<file path="config.mk">
export PLATFORM = sky130hd
export DESIGN_NAME = mem_arbiter
export DESIGN_NICKNAME = d
export VERILOG_FILES = /design/src/rtl/lc3b_types.sv /design/src/rtl/register.sv /design/src/rtl/mem_arbiter.sv
export SDC_FILE = /design/constraint.sdc
export NUM_CORES = 1
export LEC_CHECK = 0
export CORE_AREA = 2 2 79 81
export DETAILED_ROUTE_END_ITERATION = 6
export DIE_AREA = 0 0 81 83
export HOLD_SLACK_MARGIN = 0.05
export PLACE_DENSITY_LB_ADDON = 0.15
export SYNTH_ARGS = -nofsm -noshare
export SYNTH_HDL_FRONTEND = slang
export SYNTH_SLANG_ARGS = --single-unit
export TNS_END_PERCENT = 20
</file>
<file path="constraint.sdc">
create_clock -name clk -period 2.2 [get_ports clk]
set_input_delay 0.44 -clock clk [delete_from_list [all_inputs] [get_ports clk]]
set_output_delay 0.44 -clock clk [all_outputs]
set_load 0.005 [all_outputs]
</file>
<file path="src/rtl/lc3b_types.sv">
// Shared LC-3b types: datapath word and the memory arbiter state encoding.
// Pure declarations, no timing.
// No flow control of its own.
package lc3b_types;

    typedef logic [15:0] lc3b_word;

    typedef enum logic [1:0] {
        IDLE   = 2'd0,
        I_BUSY = 2'd1,
        D_BUSY = 2'd2
    } lc3b_arb_state;

endpackage

</file>
<file path="src/rtl/register.sv">
// Loadable register with asynchronous active-low clear.
// One cycle from load to q.
// No backpressure; load is sampled every clock.
module register #(
    parameter int WIDTH = 16
) (
    input  logic             clk,
    input  logic             rst_n,
    input  logic             load,
    input  logic [WIDTH-1:0] din,
    output logic [WIDTH-1:0] dout
);

    always_ff @(posedge clk or negedge rst_n) begin
        if (!rst_n) begin
            dout <= '0;
        end else if (load) begin
            dout <= din;
        end
    end

endmodule

</file>
<file path="src/rtl/mem_arbiter.sv">
// Two-port (fetch/data) arbiter onto one shared memory; MEM_ARBITER_RR_EN selects round-robin ties.
// Grant one cycle after a request in IDLE; resp is same-cycle with pmem_resp.
// Busy owner holds the bus until pmem_resp; other requests wait and an IDLE cycle follows every completion.
module mem_arbiter
    import lc3b_types::*;
#(
    parameter int unsigned WAIT_MAX = 255
) (
    input  logic     clk,
    input  logic     rst_n,
    input  logic     i_read,
    input  lc3b_word i_address,
    output lc3b_word i_rdata,
    output logic     i_resp,
    input  logic     d_read,
    input  logic     d_write,
    input  lc3b_word d_address,
    input  lc3b_word d_wdata,
    output lc3b_word d_rdata,
    output logic     d_resp,
    output logic     pmem_read,
    output logic     pmem_write,
    output lc3b_word pmem_address,
    output lc3b_word pmem_wdata,
    input  lc3b_word pmem_rdata,
    input  logic     pmem_resp,
    output logic     timeout
);

    localparam int unsigned CW = (WAIT_MAX < 2) ? 1 : $clog2(WAIT_MAX + 1);

    lc3b_arb_state state_q, state_d;
    logic          d_req;
    logic          grant_d, grant_i;
    logic          start;
    logic          busy;
    lc3b_word      addr_d, addr_q;
    lc3b_word      wdata_d, wdata_q;
    logic          write_d, write_q;
    logic [CW-1:0] cnt_q, cnt_d;
    logic          at_max;
    logic          timeout_q;

    assign d_req = d_read | d_write;

`ifdef MEM_ARBITER_RR_EN
    // last_d_q: 1 when the data port won the most recent grant.
    logic last_d_q;

    always_comb begin
        grant_d = d_req;
        grant_i = i_read & ~d_req;
        if (d_req && i_read) begin
            grant_d = ~last_d_q;
            grant_i = last_d_q;
        end
    end

    always_ff @(posedge clk or negedge rst_n) begin
        if (!rst_n) begin
            last_d_q <= 1'b0;
        end else if (start) begin
            last_d_q <= grant_d;
        end
    end
`else
    assign grant_d = d_req;
    assign grant_i = i_read & ~d_req;
`endif

    assign start = (state_q == IDLE) && (grant_d || grant_i);
    assign busy  = (state_q != IDLE);

    always_comb begin
        state_d = state_q;
        case (state_q)
            IDLE: begin
                if (grant_d) begin
                    state_d = D_BUSY;
                end else if (grant_i) begin
                    state_d = I_BUSY;
                end
            end
            I_BUSY, D_BUSY: begin
                if (pmem_resp) begin
                    state_d = IDLE;
                end
            end
            default: state_d = IDLE;
        endcase
    end

    always_ff @(posedge clk or negedge rst_n) begin
        if (!rst_n) begin
            state_q <= IDLE;
        end else begin
            state_q <= state_d;
        end
    end

    // Request fields are captured once at grant so the bus is immune to requester changes while busy.
    assign addr_d  = grant_d ? d_address : i_address;
    assign wdata_d = grant_d ? d_wdata : '0;
    assign write_d = grant_d & d_write;

    register #(.WIDTH(16)) addr_reg (
        .clk  (clk),
        .rst_n(rst_n),
        .load (start),
        .din  (addr_d),
        .dout (addr_q)
    );

    register #(.WIDTH(16)) wdata_reg (
        .clk  (clk),
        .rst_n(rst_n),
        .load (start),
        .din  (wdata_d),
        .dout (wdata_q)
    );

    register #(.WIDTH(1)) write_reg (
        .clk  (clk),
        .rst_n(rst_n),
        .load (start),
        .din  (write_d),
        .dout (write_q)
    );

    assign pmem_read    = busy & ~write_q;
    assign pmem_write   = busy & write_q;
    assign pmem_address = addr_q;
    assign pmem_wdata   = wdata_q;

    assign i_resp  = (state_q == I_BUSY) & pmem_resp;
    assign d_resp  = (state_q == D_BUSY) & pmem_resp;
    assign i_rdata = pmem_rdata;
    assign d_rdata = pmem_rdata;

    // cnt_q holds the number of busy cycles so far including the current one, saturating at WAIT_MAX.
    assign at_max = (cnt_q == CW'(WAIT_MAX));

    always_comb begin
        cnt_d = '0;
        if (start) begin
            cnt_d = CW'(1);
        end else if (busy && !pmem_resp) begin
            cnt_d = at_max ? cnt_q : cnt_q + 1'b1;
        end
    end

    always_ff @(posedge clk or negedge rst_n) begin
        if (!rst_n) begin
            cnt_q     <= '0;
            timeout_q <= 1'b0;
        end else begin
            cnt_q     <= cnt_d;
            timeout_q <= timeout_q | at_max;
        end
    end

    assign timeout = timeout_q | at_max;

endmodule

</file>
==> results.py, run 1 <==
metrics = {
    "synth": {
        "yosysTopAreaCellShare_pct": 48.2,
        "ys_warn_count": 0,
        "synth_area_leader_cell": "dfrtp_1",
        "synth.ff_latch_count": 44,
        "synthDistinctLibCells": 34,
        "yosysMostFrequentCell": "dfrtp_1",
        "synth_common_cells": "dfrtp_1, buf_4, a22o_1",
        "synth_fp_nets": 282,
        "syn_area_um2": 2280,
        "postSynthCellCount": 208,
        "async_reset_ff_share_pct": 100,
        "synth_area_per_cell_um2": 11.0,
        "ys_seq_area_share_pct": 48.2,
        "synth_edf_count": 0,
        "synth_ff_type": "dfrtp_1",
        "synth_area_leaders": "dfrtp_1, buf_4, mux2i_1",
    },
    "clock_network": {
        "h-tree-depth": 2,
        "cts_buffers": 5,
        "cts.clk_slew.worst_paths_ps": 90,
        "insertion_delay_ps": 300,
        "clkSinkCount": 44,
        "cts_root_buffer": "clkbuf_8",
        "cts_tree": "built",
        "cts_buffer_depth": 2,
    },
    "sta": {
        "hold_viol_final": 0,
        "relSlewSlack_pct": 56.9,
        "fin_crit_ps": 2070,
        "rsz0062_at_grt": "no",
        "max_freq_mhz": 484,
        "fin_tns_setup_ps": 0,
        "maxSlewViolCount": 0,
        "fin_crit_sh_pct": 94.0,
        "worstMarginPinSlew_ps": 644,
        "finClkSkew_ps": 3.48,
        "setup_viol": 0,
    },
    "final_layout": {
        "fillCellCount": 554,
        "multi_input_area_um2": 838,
        "syn2layout_area_growth_pct": 37.9,
        "num-nets-final": 343,
        "final_util_pct": 54.1,
        "antenna_cells": 0,
        "drive_gt1_share_pct": 8.52,
        "seqCellArea_um2": 1100,
    },
    "place": {
        "hpwl_um": 3690,
        "place.gp.congestion": 0.831,
        "port_buffers": 90,
    },
    "setup_path": {
        "worstPathRequired_ps": 1760,
        "cp_cell_sequence": "inv_1 > ha_1 > nor2b_1 > clkdlybuf4s50_1",
        "reg2reg_from": "state_q[1]$_DFFE_PN0P_",
        "worst-r2r-cell-count": 5,
        "cp_num_buf_inv": 2,
        "crit_slowest_cell": "clkdlybuf4s50_1",
        "start_kind": "flip-flop",
        "crit_arrival_ps": 1630,
        "path_max_fanout": 3,
        "rrSetupSlack_ps": 410,
        "end_kind": "output port",
        "max_stage_delay_ps": 510,
        "r2r-end": "wdata_reg.dout[9]$_DFFE_PN0P_",
        "setup.worst_path.class": "reg -> out",
        "critPathTopFamily": "buffers and inverters",
    },
    "grt": {
        "antenna_found_initial": 0,
        "grt_max_degree": 43,
        "grt_overflow": 0,
        "grt_pass1_vias": 1660,
        "grt_use_total_pct": 14.9,
        "grt_pass1_wl_um": 7820,
    },
    "outcome": {
        "status": "finished clean",
    },
    "power": {
        "ir_drop_v": 0.000481,
        "p_leak_nw": 1.36,
        "power_density_nw_per_um2": 1160,
    },
    "floorplan": {
        "core_um2": 5820,
        "placementRows": 28,
        "dieWidth_um": 81,
        "die_area_um2": 6720,
        "ios": 139,
        "chipHeight_um": 83,
        "initial_core_util_pct": 39.2,
    },
    "detailed_routing": {
        "routedWlPerCell_um": 14.4,
        "firstDrtPassIters": 4,
        "routed_via_density": 4.94,
        "ant_nets": 0,
        "vias": 1705,
        "drc": 0,
        "wl_um": 4970,
        "first_iter_violations": 113,
    },
    "hold_path": {
        "hold_path_class": "in -> async",
    },
    "flow_run": {
        "maxCapViolations": 0,
    },
}
power by group:
part | leakage [nW] | internal (mW) | switching, mW
Combinational | 0.747 | 1.01 | 0.671
Clock | 0.0548 | 0.342 | 0.291
Sequential | 0.555 | 1.14 | 0.190
how the worst max path moves through the flow:
| stage | endpoint | depth (start not counted) | slack, ps | startpoint |
|---|---|---|---|---|
| 2_1_floorplan | timeout | 3 | 720 | cnt_q[0]$_DFFE_PN0P_ |
| 3_3_place_gp | d_resp | 3 | 190 | pmem_resp |
| 3_5_place_dp | wdata_reg.dout[9]$_DFFE_PN0P_ | 4 | 140 | d_write |
| 4_1_cts | timeout | 4 | 20 | cnt_q[0]$_DFFE_PN0P_ |
| 5_1_grt | pmem_read | 4 | 50 | state_q[1]$_DFFE_PN0P_ |
| 6_report | pmem_write | 4 | 130 | state_q[1]$_DFFE_PN0P_ |
logic make-up after synthesis:
| kind of cell | share of synthesized area [%] |
|---|---|
| DFF | 48.2 |
| adders and majority gates | 2.19 |
| AOI/OAI and AO/OA | 16.9 |
| buffers and inverters | 15.7 |
| muxes | 7.02 |
| and+or+nand+nor | 9.98 |
metal layers:
metal  global-route usage [%]  wire length (um)  vias up
li1                         -                 -      827
met1                     18.7              2080      792
met2                     23.9              2370       72
met3                     4.46               426       14
met4                     5.86                88        0
met5                        0                 0        -
registers in the layout, summed over array words and instances, names as in the netlist:
| name | cells |
|---|---|
| addr_reg.dout | 16 |
| wdata_reg.dout | 16 |
| timeout_q | 1 |
| state_q | 2 |
| write_reg.dout | 1 |
| cnt_q | 8 |
area by class of cell:
cell class	count	area share, %
sequential	44	35.0
timing repair buffer	99	31.5
multi-input combinational	117	26.6
tap	75	2.98
clock buffer	5	2.19
clock inverter	3	1.47
inverter	2	0.239
what timing repair did:
item,4_1_cts,5_1_grt
hold buffers,0,0
cloned,0,0
resized for setup,3,1
pin swaps,1,0
setup buffers,1,0
setup endpoints to repair,1,1
per-stage QoR:
step           setup slack (ps)  std cells  area, um2  total power, mW  hold slack, ps
6_report                    133        345       3150             3.65            95.0
5_1_grt                    49.1        345       3150             3.92             125
4_1_cts                    19.7        345       3140             3.71             115
3_5_place_dp                138        336       3010             3.05             441
3_3_place_gp                186        336       3010             3.02             441
2_1_floorplan               722        208       2280             2.23             144
cells in the final DEF (no fill, tap or decap), drive strengths merged, types with 4 or more instances in the layout:
cell / instances
buf: 10
ha: 4
dfrtp: 44
a22o: 18
and3: 4
clkbuf: 5
mux2i: 16
o21ai: 20
nand3: 4
nor2: 4
a31oi: 6
nand2: 17
clkdlybuf4s50: 88
(Power assumes the default switching activity.)
==> run 2: changes to the inputs <==
HOLD_SLACK_MARGIN = not set   (was 0.05)
PLACE_DENSITY = 0.87   (was not set)
PLACE_DENSITY_LB_ADDON = not set   (was 0.15)
==> results.py, run 2 (synthesis gave the netlist of run 1 again) <==
metrics = {
    "outcome": {
        "status": "finished clean",
    },
    "detailed_routing": {
        "drc": 0,
        "routed_via_density": 4.96,
        "routedWlPerCell_um": 14.4,
        "wl_um": 4980,
        "first_iter_violations": 77,
        "ant_nets": 0,
        "firstDrtPassIters": 4,
        "vias": 1711,
    },
    "clock_network": {
        "clkSinkCount": 44,
        "cts_buffers": 5,
        "cts_root_buffer": "clkbuf_8",
        "h-tree-depth": 2,
        "cts_tree": "built",
        "cts_buffer_depth": 2,
        "cts.clk_slew.worst_paths_ps": 90,
        "insertion_delay_ps": 290,
    },
    "setup_path": {
        "crit_arrival_ps": 1640,
        "setup.worst_path.class": "reg -> out",
        "reg2reg_from": "state_q[0]$_DFFE_PN0P_",
        "worstPathRequired_ps": 1760,
        "cp-startpoint": "state_q[0]$_DFFE_PN0P_",
        "end_kind": "output port",
        "start_kind": "flip-flop",
        "path_max_fanout": 4,
    },
    "final_layout": {
        "antenna_cells": 0,
        "multi_input_area_um2": 823,
        "num-nets-final": 344,
        "final_common_cell": "clkdlybuf4s50_1",
        "fillCellCount": 545,
        "final_cell_mix": "clkdlybuf4s50_1, dfrtp_1, a22o_1",
        "seqCellArea_um2": 1100,
        "syn2layout_area_growth_pct": 37.2,
        "stdcell_area_um2": 3130,
        "finalNonFillerCells": 345,
        "drive_gt1_share_pct": 7.78,
        "top_regs": "addr_reg.dout x16, wdata_reg.dout x16, cnt_q x8",
    },
    "floorplan": {
        "die_area_um2": 6720,
        "chipHeight_um": 83,
        "ios": 139,
        "placementRows": 28,
        "core_um2": 5820,
        "dieWidth_um": 81,
        "initial_core_util_pct": 39.2,
    },
    "grt": {
        "met1_usage_pct": 19.5,
        "grt_util_met2_pct": 24.8,
        "grt_overflow": 0,
        "grt_use_total_pct": 15.4,
        "met3_usage_pct": 5.00,
        "grt_max_degree": 37,
        "top_usage_layer": "met2",
        "grt_pass1_vias": 1735,
        "grt_pass1_wl_um": 8220,
        "antenna_found_initial": 0,
    },
    "place": {
        "place_inst": 336,
        "place.gp.congestion": 0.744,
        "place_area_um2": 2980,
        "port_buffers": 90,
        "hpwl_um": 3780,
    },
    "hold_path": {
        "min_from": "timeout_q$_DFF_PN0_",
        "hold_path_class": "reg -> reg",
    },
    "sta": {
        "fin_crit_sh_pct": 94.4,
        "setup_viol": 0,
        "finClkSkew_ps": 13.3,
        "rsz0062_at_grt": "no",
        "max_freq_mhz": 482,
        "fin_tns_setup_ps": 0,
        "hold_slack_ps": 452,
        "hold_viol_final": 0,
        "worstMarginPinSlew_ps": 628,
        "relSlewSlack_pct": 57.9,
        "fin_crit_ps": 2080,
        "maxSlewViolCount": 0,
    },
    "power": {
        "ir_drop_v": 0.000659,
        "p_leak_nw": 1.36,
        "power_density_nw_per_um2": 1190,
    },
    "flow_run": {
        "maxCapViolations": 0,
    },
}
-- run 2: cell types whose count changed in the layout (fill, tap and decap cells not counted), sizes merged --
cell,change
inv,-1
clkinvlp,-1
bufinv,+1
dlygate4sd3,+1
-- run 2: metrics by stage --
| step | power [mW] | setup WS [ps] | util, % |
|---|---|---|---|
| 2_1_floorplan | 2.23 | 722 | - |
| 3_3_place_gp | 2.98 | 183 | 51.3 |
| 3_5_place_dp | 3.03 | 145 | 51.3 |
| 4_1_cts | 3.77 | 2.68 | 53.8 |
| 5_1_grt | 3.98 | 33.2 | 53.9 |
| 6_report | 3.72 | 123 | 53.9 |
-- run 2: layer usage --
layer	share of wire (%)	wire [um]
met2	49	2410
met4	0.60	30
met1	43	2140
met5	0	0
met3	7.9	394
-- run 2: layout make-up --
type                    instances  area share (%)
clock inverters                 2            1.92
repair buffers                100            31.2
flip-flops and latches         44            35.2
well taps                      75            3.00
clock buffers                   5            2.20
inverters                       2           0.240
multi-input cells             117            26.3
-- run 2: worst max-delay path: stages (launching register included) --
cell and delay (ps):
dfrtp_1 360, inv_1 80, ha_1 260, nor2b_1 130, clkdlybuf4s50_1 520
-- run 2: path summary, 6_finish.rpt --
kind	cells after the start	slack [ps]	endpoint
setup / recovery	4	120	pmem_write
hold / removal	1	450	timeout_q$_DFF_PN0_
setup reg to reg	5	580	cnt_q[0]$_DFFE_PN0P_
hold reg to reg	1	450	timeout_q$_DFF_PN0_
max in group asynchronous	3	950	addr_reg.dout[10]$_DFFE_PN0P_
min in group asynchronous	2	540	wdata_reg.dout[15]$_DFFE_PN0P_
-- run 2: power by group --
part | switching, mW | internal [mW]
combinational | 0.673 | 1.00
sequential | 0.184 | 1.14
clock | 0.265 | 0.447
-- run 2: timing repair --
action | in CTS | in global routing
gates resized for setup | 1 | 1
endpoints found under the setup margin | 1 | 1
buffers inserted | 1 | 0
hold endpoints to repair | 8 | 0
hold buffers | 1 | 0
cloned | 0 | 0
pin swaps | 0 | 0
==> run 3: changes to the inputs <==
GPL_ROUTABILITY_DRIVEN = 0   (was not set)
==> results of run 3 <==
No change in the layout: final DEF, timing and power equal those of run 2.
